**config.mk**
```make
export PLATFORM = sky130hd
export DESIGN_NAME = shift_tx6
export DESIGN_NICKNAME = d
export VERILOG_FILES = /design/src/rtl/shift_tx6.sv
export SDC_FILE = /design/constraint.sdc
export NUM_CORES = 1
export LEC_CHECK = 0
export ABC_AREA = 1
export CAP_MARGIN = 40
export CORE_MARGIN = 5
export CORE_UTILIZATION = 45
export DETAILED_ROUTE_END_ITERATION = 7
export GPL_TIMING_DRIVEN = 1
export PLACE_DENSITY_LB_ADDON = 0.1
export RECOVER_POWER = 50
export SLEW_MARGIN = 40
export SYNTH_ARGS = -nofsm -noshare
export SYNTH_HDL_FRONTEND = slang
export SYNTH_SLANG_ARGS = --single-unit
```
**constraint.sdc**
```tcl
create_clock -name clk -period 1.2 [get_ports clk]
set_clock_uncertainty 0.05 [all_clocks]
set_input_delay 0.12 -clock clk [delete_from_list [all_inputs] [get_ports clk]]
set_output_delay 0.12 -clock clk [all_outputs]
set_load 0.01 [all_outputs]
```
**src/rtl/shift_tx6.sv**
```systemverilog
// Serialiser: 6-bit word sent as start(0), d[0]..d[5] LSB first, optional even parity, stop(1).
// Optional parity bit enabled by defining SHIFT_TX6_PARITY_EN.
module shift_tx6 #(
  parameter int CLKS_PER_BIT = 4
) (
  input  logic       clk,
  input  logic       rst,
  input  logic       load,
  input  logic [5:0] d,
  output logic       ready,
  output logic       busy,
  output logic       tx,
  output logic       done,
  output logic [2:0] o_dbg_state
);

  // Handshake: a word transfers on any rising edge where load=1 and ready=1;
  // load is ignored whenever ready=0, and ready stays high through the done cycle.

  localparam int CW = (CLKS_PER_BIT > 1) ? $clog2(CLKS_PER_BIT) : 1;
  localparam logic [CW-1:0] LAST = CW'(CLKS_PER_BIT - 1);

  typedef enum logic [2:0] {
    S_IDLE   = 3'd0,
    S_START  = 3'd1,
    S_DATA   = 3'd2,
`ifdef SHIFT_TX6_PARITY_EN
    S_PARITY = 3'd3,
`endif
    S_STOP   = 3'd4
  } state_t;

  state_t          r_state;
  logic [CW-1:0]   r_cnt;
  logic [2:0]      r_idx;
  logic [5:0]      r_sh;
  logic            r_tx;
  logic            r_done;

  state_t          w_state_nxt;
  logic [CW-1:0]   w_cnt_nxt;
  logic [2:0]      w_idx_nxt;
  logic [5:0]      w_sh_nxt;
  logic            w_tx_nxt;
  logic            w_done_nxt;
  logic            w_bit_end;

  assign w_bit_end = (r_cnt == LAST);

  // tx is registered: each branch loads the line value for the state being entered.
  always_comb begin
    w_state_nxt = r_state;
    w_cnt_nxt   = w_bit_end ? '0 : r_cnt + CW'(1);
    w_idx_nxt   = r_idx;
    w_sh_nxt    = r_sh;
    w_tx_nxt    = r_tx;
    w_done_nxt  = 1'b0;
    case (r_state)
      S_IDLE: begin
        w_cnt_nxt = '0;
        w_tx_nxt  = 1'b1;
        if (load) begin
          w_state_nxt = S_START;
          w_sh_nxt    = d;
          w_idx_nxt   = 3'd0;
          w_tx_nxt    = 1'b0;
        end
      end
      S_START: begin
        if (w_bit_end) begin
          w_state_nxt = S_DATA;
          w_idx_nxt   = 3'd0;
          w_tx_nxt    = r_sh[0];
        end
      end
      S_DATA: begin
        if (w_bit_end) begin
          if (r_idx == 3'd5) begin
`ifdef SHIFT_TX6_PARITY_EN
            w_state_nxt = S_PARITY;
            w_tx_nxt    = ^r_sh;
`else
            w_state_nxt = S_STOP;
            w_tx_nxt    = 1'b1;
`endif
          end else begin
            w_idx_nxt = r_idx + 3'd1;
            w_tx_nxt  = r_sh[w_idx_nxt];
          end
        end
      end
`ifdef SHIFT_TX6_PARITY_EN
      S_PARITY: begin
        if (w_bit_end) begin
          w_state_nxt = S_STOP;
          w_tx_nxt    = 1'b1;
        end
      end
`endif
      S_STOP: begin
        if (w_bit_end) begin
          w_state_nxt = S_IDLE;
          w_tx_nxt    = 1'b1;
          w_done_nxt  = 1'b1;
        end
      end
      default: begin
        w_state_nxt = S_IDLE;
        w_cnt_nxt   = '0;
        w_tx_nxt    = 1'b1;
      end
    endcase
  end

  always_ff @(posedge clk) begin
    if (rst) begin
      r_state <= S_IDLE;
      r_cnt   <= '0;
      r_idx   <= 3'd0;
      r_sh    <= 6'd0;
      r_tx    <= 1'b1;
      r_done  <= 1'b0;
    end else begin
      r_state <= w_state_nxt;
      r_cnt   <= w_cnt_nxt;
      r_idx   <= w_idx_nxt;
      r_sh    <= w_sh_nxt;
      r_tx    <= w_tx_nxt;
      r_done  <= w_done_nxt;
    end
  end

  assign ready       = (r_state == S_IDLE);
  assign busy        = ~ready;
  assign tx          = r_tx;
  assign done        = r_done;
  assign o_dbg_state = r_state;

endmodule

```
==> results of run 1 <==
-- cell usage in the layout, fill, tap and decap left out, types with 2 or more instances in the layout --
| cell type | instances |
|---|---|
| sky130_fd_sc_hd__nand3_1 | 6 |
| sky130_fd_sc_hd__a21oi_1 | 8 |
| sky130_fd_sc_hd__nand2_4 | 7 |
| sky130_fd_sc_hd__ha_4 | 2 |
| sky130_fd_sc_hd__o21ai_1 | 5 |
| sky130_fd_sc_hd__buf_6 | 3 |
| sky130_fd_sc_hd__clkbuf_4 | 3 |
| sky130_fd_sc_hd__buf_4 | 14 |
| sky130_fd_sc_hd__nor2_4 | 3 |
| sky130_fd_sc_hd__nand2_2 | 5 |
| sky130_fd_sc_hd__inv_1 | 19 |
| sky130_fd_sc_hd__dlygate4sd2_1 | 4 |
| sky130_fd_sc_hd__nor2_2 | 4 |
| sky130_fd_sc_hd__dfxtp_4 | 2 |
| sky130_fd_sc_hd__clkdlybuf4s50_1 | 8 |
| sky130_fd_sc_hd__dfxtp_2 | 3 |
| sky130_fd_sc_hd__dfxtp_1 | 11 |
| sky130_fd_sc_hd__nor2_1 | 13 |
| sky130_fd_sc_hd__nand2_1 | 23 |
| sky130_fd_sc_hd__o21ai_2 | 4 |
-- state kept, by name (all words and copies together), names as in the netlist --
| name | flops |
|---|---|
| done | 1 |
| r_cnt | 2 |
| o_dbg_state | 3 |
| r_sh | 6 |
| r_idx | 3 |
| tx | 1 |
-- routing by layer --
| layer | share of wire (%) | global-route usage, % |
|---|---|---|
| met1 | 46 | 19.6 |
| met2 | 49 | 27.1 |
| met3 | 4.6 | 3.66 |
| met4 | 0.57 | 3.83 |
| met5 | 0 | 0 |
-- critical path, delay by kind of cell (launching register included) --
| kind | cells | cell delay, ns |
|---|---|---|
| flops | 1 | 0.38 |
| buf+inv | 2 | 0.24 |
| compound gates | 2 | 0.20 |
| simple gates | 2 | 0.34 |
-- repair_timing --
action / 4_1_cts / 5_1_grt
endpoints found under the setup margin: 21 / 18
gates resized for setup: 27 / 29
pin swaps: 7 / 17
setup buffers: 0 / 2
-- final cells by class --
| type | count | area [um2] | area share, % |
|---|---|---|---|
| multi-input combinational | 88 | 581 | 43.4 |
| sequential | 16 | 332 | 24.8 |
| timing repair buffer | 32 | 284 | 21.2 |
| inverter | 20 | 75.1 | 5.61 |
| clock buffer | 4 | 36.3 | 2.71 |
| tap | 25 | 31.3 | 2.34 |
-- cell families (layout without fill, tap and decap cells) --
family                     Yosys count  in the layout
adders and majority gates            3              3
buffers and inverters               22             56
AOI/OAI and AO/OA                   19             19
and+or+nand+nor                     66             66
DFF                                 16             16
-- worst max-delay path by stage --
stage / endpoint / cells after the start / startpoint / slack, ns
floorplan: r_sh[2]$_SDFFE_PP0P_ / 5 / o_dbg_state[1]$_SDFFE_PP0P_ / -0.02
global placement: ready / 2 / o_dbg_state[1]$_SDFFE_PP0P_ / -0.11
detailed placement: r_idx[1]$_SDFFE_PP0P_ / 8 / load / -0.13
CTS: ready / 2 / o_dbg_state[2]$_SDFFE_PP0P_ / -0.16
global route: r_idx[1]$_SDFFE_PP0P_ / 8 / o_dbg_state[1]$_SDFFE_PP0P_ / -0.20
finish: r_sh[1]$_SDFFE_PP0P_ / 6 / o_dbg_state[1]$_SDFFE_PP0P_ / -0.12
-- stage by stage --
step / cell area, um2 / hold slack (ns) / TNS, ns / cells / power, mW
after floorplan: 867 / 0.132 / -0.0616 / 126 / 1.82
after global placement: 1140 / 0.358 / -0.844 / 179 / 2.38
after detailed placement: 1140 / 0.371 / -1.16 / 179 / 2.42
after CTS: 1230 / 0.383 / -0.771 / 183 / 2.90
after global routing: 1340 / 0.375 / -2.31 / 185 / 3.51
final: 1340 / 0.373 / -1.16 / 185 / 3.28
-- power groups by stage --
stage | Combinational (mW) | Clock (mW) | Sequential, mW
after floorplan | 0.962 | 0 | 0.862
after global placement | 1.55 | 0 | 0.833
after detailed placement | 1.58 | 0 | 0.838
after CTS | 1.69 | 0.365 | 0.841
after global routing | 2.22 | 0.404 | 0.888
final | 2.04 | 0.377 | 0.861
==> results.md, run 1 <==
Clocking:
- The tree built by TritonCTS fans out to 16 sinks.
- The insertion delay to the later sink of the worst-skew pair is about 0.29 ns.
- In this run the number of H-tree levels came out at 1.
- The cell sitting at the root of the clock tree is a sky130_fd_sc_hd__clkbuf_4.
- The number of buffers on the longest clock path is 2.
- Counting the buffers created by CTS gives 3.
- The post-CTS clock slew at the launch and capture registers of the worst setup and hold paths is 0.10 ns.
- The hold buffer count at cts is 0.
- TritonCTS built the clock tree.

Logic synthesis:
- In the synthesized netlist, mux cells make up 0% of the area.
- The netlist uses 16 different library cells.
- The compound-gate portion of the synthesized area is 11.7%.
- After synthesis, the cell types taking the most area are sky130_fd_sc_hd__dfxtp_1 38%, sky130_fd_sc_hd__nand2_1 14%, sky130_fd_sc_hd__inv_1 8.9%.
- The number of enable flip-flop cells after synthesis is 0.
- The adder-cell share of the synthesized area is 4.44%.
- The area fraction in and, or, nand and nor cells after synthesis is 35.9%.
- In the synthesized netlist the async set-or-reset flop fraction comes to 0%.
- Sorting the synthesized cells by how often they occur yields 31 x sky130_fd_sc_hd__nand2_1, 20 x sky130_fd_sc_hd__inv_1, 18 x sky130_fd_sc_hd__nor2_1.
- The most used flip-flop cell after synthesis is sky130_fd_sc_hd__dfxtp_1.
- Synthesis produced a netlist whose cell count is 126.
- When the netlist entered floorplanning its net count stood at 138.
- The area share of the largest cell type after synthesis is 37.9%.
- By area, the combinational part of the netlist is dominated by simple AND/OR/NAND/NOR gates.
- After synthesis the netlist holds a flip-flop and latch count of 16.
- The synthesis warning total is 0.
- The synthesized design spends more area on one cell type than any other, namely sky130_fd_sc_hd__dfxtp_1.
- The summed instance area of the synthesized netlist is 845 um2.
- By instance count, the leading cell after synthesis is sky130_fd_sc_hd__nand2_1.
- Of the synthesized area, sequential elements account for 37.9%.
- The synthesized netlist devotes 0% of its cell area to XOR and XNOR gates.
- A synthesized cell averages 6.70 um2.

Power:
- Sequential cells account for 26.3% of the total power.
- The net switching fraction of the power is between 40% and 50%.
- The analysis attributes to net switching a power of approximately 1.4 mW.
- The analysis attributes to cell leakage a power of 0.643 nW.
- For this design the ratio of total power to cell area is approximately 2400 mW/mm2.
- Cell internal power was estimated by the tool at 1.86 mW.
- The combinational group share of total power is between 60 and 70%.
- The proportion of power drawn by the clock network is a little under an eighth.
- The worst IR drop on VDD is 0.00132 V.

Routing:
- The detailed-routing iteration count for the pre-antenna-repair pass is 4.
- After detailed routing, the average wire length per cell comes to about 11 um.
- The routed layout has 886 vias.
- The number of remaining DRC errors is 0.
- The routed wire length is 2120 um.
- For this block, the initial DRC count from the detailed router was 15.
- In this run the remaining antenna-violating nets after routing total 0.
- In the routed layout, each cell is associated on average with a via count of 4.79.

Placement:
- The post-placement worst setup slack is -0.134 ns.
- At the end of routability-driven placement, the weighted congestion stood at approximately 0.83.
- Detailed placement ended at an HPWL of 1460 um.
- The total of buffers placed on input and output ports is 15.

Die:
- The region available for standard cell placement spans 0.00176 mm2.
- The area enclosed by the die boundary is around 0.0028 mm2.
- The die extent in y is between 50 and 60 um.
- The floorplan has 15 rows.
- The starting density of the core is 47.9%.
- The top-level I/O count is 16.
- From left edge to right edge, the die measures 53.3 um.

Global route:
- The total overflow left after global routing is 0.
- The initial antenna violation count is 0.
- For this run, the total global-route usage over all layers was measured as 15.8%.
- The number of global-route vias before repair is 771.
- Entering global routing, the biggest net connects 14 pins.
- The first-pass GRT wire length is 3340 um.

Finish:
- The final standard cell utilization of the core is 75.9%.
- The layout net count is around 170.
- Of the cells placed in the final design, the portion with a size suffix greater than 1 is 38.1%.
- The layout filler cell count is 158.
- The synthesis-to-finish area growth is 58.5%.
- The number of antenna diodes in the final layout is 0.

Setup path:
- The highest fanout seen on the critical path is 13.
- The worst setup path is launched from a register.
- The cell with the largest stage delay on the worst path is sky130_fd_sc_hd__dfxtp_4.
- Setup slack on the worst reg-to-reg path comes out at -0.12 ns.
- The number of cell instances on the worst register-to-register path is 6.
- The type of destination of the critical path is a register.
- In this design, the stage delay of the slowest critical-path cell is 0.38 ns.
- The reg-to-reg critical path startpoint is o_dbg_state[1]$_SDFFE_PP0P_.
- The signal on the critical path passes through nor3_4, buf_6, buf_12, nand2_4, o21ai_1, a21oi_1.
- The required time of the worst setup path is 1.34 ns.
- The critical path is of the register to register type.
- The endpoint identified for the worst register-to-register timing path is r_sh[1]$_SDFFE_PP0P_.
- At the worst endpoint, the arrival time is between 1 and 1.5 ns.

Timing:
- The slack of the critical path is -0.115 ns.
- The share of the cycle needed by the critical path after routing is 110%.
- The final max-slew violation count is 0.
- Setup repair after global routing could not meet its margin everywhere.
- The final count of hold timing violations is 0.
- The worst slew slack as a fraction of its limit is between 80 and 90%.
- For this run, the top clock speed supported by timing is 760 MHz.
- The worst-margin pin slew is 0.296 ns.
- The final critical delay including setup and external delays is approximately 1.3 ns.
- Setup violations remaining at the end of the flow were counted as 15.

Run status:
- The checks that failed: negative setup slack.
- The flow ran to the end, but the final reports show violations.

Hold path:
- The critical hold path startpoint is d[2].
- The cell count of the worst hold path is 3.
- The path with the worst hold slack has its endpoint at r_sh[2]$_SDFFE_PP0P_.
- In this run the worst hold path is classified as input pin to register.

Job:
- The max-cap violation count is 0.
Note: power is estimated with default switching activity, not from simulation.
==> inputs of run 2 (changes only) <==
--- a/config.mk
+++ b/config.mk
@@ -10,7 +10,7 @@
 export CORE_MARGIN = 5
 export CORE_UTILIZATION = 45
 export DETAILED_ROUTE_END_ITERATION = 7
-export GPL_TIMING_DRIVEN = 1
+export GPL_TIMING_DRIVEN = 0
 export PLACE_DENSITY_LB_ADDON = 0.1
 export RECOVER_POWER = 50
 export SLEW_MARGIN = 40
==> results.md, run 2 (synthesized netlist as in run 1, its figures left out) <==
Setup path:
- The data arrival time of the worst path is 1.48 ns (+0.02 ns).
- The highest fanout seen on the critical path is 5 (-8).
- The reg-to-reg critical path endpoint is r_sh[4]$_SDFFE_PP0P_.
- The maximum single-stage delay on the critical path is 0.37 ns (about the same).
- The number of cell instances on the worst register-to-register path was 7 (+1).
- The startpoint class of the critical path is a register.
- The worst-case register-to-register setup slack is -0.13 ns (-0.02 ns).
- The type of destination of the critical path is a register.
- Counting stages on the worst path, the most repeated cell is sky130_fd_sc_hd__buf_6.
- The signal on the critical path passes through nor3_4, buf_6, buf_6, nand2_4, buf_6, o21ai_2, a21oi_2.
- The reg-to-reg critical path startpoint is o_dbg_state[2]$_SDFFE_PP0P_.
- The required time of the worst setup path came to 1.35 ns (about the same).
- Among all stages on the critical path, the largest delay is contributed by sky130_fd_sc_hd__dfxtp_4.
- The critical path in this run is classified as register to register.

Finish:
- The count of placed standard cells in the final layout, fillers left out is 179 (-3.2%).
- The most common cell after layout, fill and taps aside is sky130_fd_sc_hd__nand2_1.
- The number of flip-flops in the largest register is 6 (unchanged).
- The share of cells above drive strength 1 is 31.8% (-6.3 points).
- The antenna diode count was 0 (unchanged).
- The synthesis-to-finish area growth is 48.3%.
- The largest register by flop count is r_sh.
- The layout filler cell count is 157 (-0.63%).
- The final standard cell utilization of the core came to 71.0% (-4.9 points).
- The top cell types in the final layout, fill and taps aside, are 27 x sky130_fd_sc_hd__nand2_1, 18 x sky130_fd_sc_hd__inv_1, 18 x sky130_fd_sc_hd__nor2_1, 11 x sky130_fd_sc_hd__dfxtp_1, 8 x sky130_fd_sc_hd__clkdlybuf4s50_1.
- The layout net count is 167 (-3.5%).

Routing:
- The total via count in the routed design is 848 (-4.3%).
- The detailed-routing iteration count for the pre-antenna-repair pass is 4 (unchanged).
- The residual antenna-violating net count after detailed routing is 0 (unchanged).
- The violation count after the first detailed-routing iteration is 12 (-3).
- The post-detailed-route via-to-cell ratio came to 4.74 (-1.1%).
- The routed wire length is 2050 um (-3.3%).
- The number of remaining DRC errors is 0 (unchanged).
- The post-detailed-route wirelength per cell is 11.4 um (about the same).

Job:
- The max-cap violation count is 0 (unchanged).

Timing:
- The share of the cycle needed by the critical path after routing is 111% (+1.3 points).
- The worst slew slack as a fraction of its limit came to 85.7% (+5.5 points).
- The final setup TNS was -1.27 ns (-0.112 ns).
- The final max-slew violation count is 0 (unchanged).
- The final critical delay including setup and external delays came to 1.33 ns (+0.0153 ns).
- Setup repair after global routing could not meet its margin everywhere.
- The peak clock frequency supported by timing is 752 MHz (-1.2%).
- The number of failing setup endpoints in the final timing report is 15 (unchanged).
- The final count of hold timing violations is 0 (unchanged).
- The worst-margin pin slew came to 0.214 ns (-0.0825 ns).
- The slack of the critical path came to -0.131 ns (-0.0154 ns).

Placement:
- The routability congestion estimate from global placement is 0.792 (-4.2%).
- The post-placement worst setup slack was -0.185 ns (-0.0506 ns).
- The total of buffers placed on input and output ports is 15 (unchanged).
- The half-perimeter wire length after detailed placement came to 1280 um (-12%).
- The number of cells after detailed placement is 166 (-7.3%).

Global route:
- The first-pass GRT wire length is 3290 um (-1.4%).
- The largest net degree at the start of global routing is 11 (-3).
- The combined global-route utilization of all metal layers was 16.0% (+0.17 points).
- The initial antenna violation count is 0 (unchanged).
- The remaining global-route overflow is 0 (unchanged).
- The number of global-route vias before repair is 756 (-1.9%).

Clocking:
- The post-CTS clock slew at the launch and capture registers of the worst setup and hold paths is 0.10 ns (about the same).
- TritonCTS built the clock tree.
- The number of clock sinks came to 16 (unchanged).
- The insertion delay to the later sink of the worst-skew pair is 0.30 ns (about the same).
- The number of buffers on the longest clock path is 2 (unchanged).
- The number of CTS-inserted buffers is 3 (unchanged).
- Clock tree synthesis selected as its root buffer the cell sky130_fd_sc_hd__clkbuf_4.
- The number of levels the H-tree was split into is 1 (unchanged).

Die:
- The top-level I/O count is 16 (unchanged).
- The number of rows created at floorplan is 15 (unchanged).
- The die extent in y was 53.3 um (unchanged).
- The starting density of the core was 47.9% (unchanged).
- The placeable core region is 0.00176 mm2 (unchanged).
- The horizontal die dimension was 53.3 um (unchanged).
- The area enclosed by the die boundary is 0.00284 mm2 (unchanged).

Power:
- The total power is 3.03 mW (-7.6%).
- The worst IR drop on VDD is 0.00119 V (-10%).
- The total power per unit cell area was 2420 mW/mm2 (-1.2%).
- The standby leakage power is 0.597 nW (-7.2%).

Run status:
- The checks that failed: negative setup slack.
- The run finished, with violations left.

Hold path:
- The path with the worst hold slack has its endpoint at r_cnt[0]$_SDFF_PP0_.
- The path class of the lowest-slack min-delay path is register to register.
- The critical hold path startpoint is r_cnt[0]$_SDFF_PP0_.
- The cell count of the worst hold path is 1 (-2).
## run 2: stage by stage
stage                     hold slack (ns)  cell area [um2]
after floorplan                     0.132              867
after global placement              0.358             1050
after detailed placement            0.367             1050
after CTS                           0.379             1190
after global routing                0.396             1250
final                               0.371             1250
## run 2: worst max-delay path: cells and delay by family (launching register included)
family	cells	cell delay [ns]
buf+inv	3	0.38
flops	1	0.37
simple gates	2	0.28
compound gates	2	0.16
## run 2: repair_timing
item                                    4_1_cts  5_1_grt
endpoints found under the setup margin       17       18
hold buffers                                  0        0
pin swaps                                     2        4
setup buffers                                 7        1
cloned                                        1        0
gates resized for setup                      34       17
## run 2: final cells by class
| class | count | area (um2) | area share (%) |
|---|---|---|---|
| plain buffers | 2 | 16.3 | 1.30 |
| clock buffers | 4 | 26.3 | 2.10 |
| inverters | 20 | 75.1 | 5.99 |
| multi-input cells | 88 | 544 | 43.5 |
| flip-flops and latches | 16 | 337 | 26.9 |
| well taps | 25 | 31.3 | 2.50 |
| repair buffers | 24 | 223 | 17.8 |
## run 2: metal layers
metal  part of all wire [%]  up-vias  routed length (um)  global-route usage [%]
li1                       -      446                   -                       -
met1                     44      379                 895                    18.7
met2                     49       18                 995                    26.1
met3                    5.7        5                 116                    4.23
met4                    2.0        0                  42                    8.51
met5                      0        -                   0                       0
## run 2: worst max-delay path by stage
stage                           startpoint               endpoint  slack (ns)  cells past startpoint
2_1_floorplan  o_dbg_state[1]$_SDFFE_PP0P_   r_sh[2]$_SDFFE_PP0P_       -0.02                      5
3_3_place_gp   o_dbg_state[1]$_SDFFE_PP0P_                  ready       -0.18                      2
3_5_place_dp   o_dbg_state[1]$_SDFFE_PP0P_                  ready       -0.19                      2
4_1_cts              r_idx[1]$_SDFFE_PP0P_        tx$_SDFFE_PP1P_       -0.12                      9
5_1_grt        o_dbg_state[2]$_SDFFE_PP0P_  r_idx[1]$_SDFFE_PP0P_       -0.20                     10
6_report       o_dbg_state[2]$_SDFFE_PP0P_   r_sh[4]$_SDFFE_PP0P_       -0.13                      7
## run 2: power by group
group	total [mW]	internal [mW]	switching (mW)
combinational	1.86	0.854	1.01
sequential	0.857	0.720	0.137
clock	0.311	0.130	0.181
total	3.03	1.70	1.33
==> inputs of run 3 (changes only) <==
--- a/config.mk
+++ b/config.mk
@@ -10,10 +10,9 @@
 export CORE_MARGIN = 5
 export CORE_UTILIZATION = 45
 export DETAILED_ROUTE_END_ITERATION = 7
-export GPL_TIMING_DRIVEN = 0
 export PLACE_DENSITY_LB_ADDON = 0.1
 export RECOVER_POWER = 50
-export SLEW_MARGIN = 40
+export SLEW_MARGIN = 20
 export SYNTH_ARGS = -nofsm -noshare
 export SYNTH_HDL_FRONTEND = slang
 export SYNTH_SLANG_ARGS = --single-unit
==> results of run 3 <==
The final DEF is identical to that of run 1; final timing and power are the same.
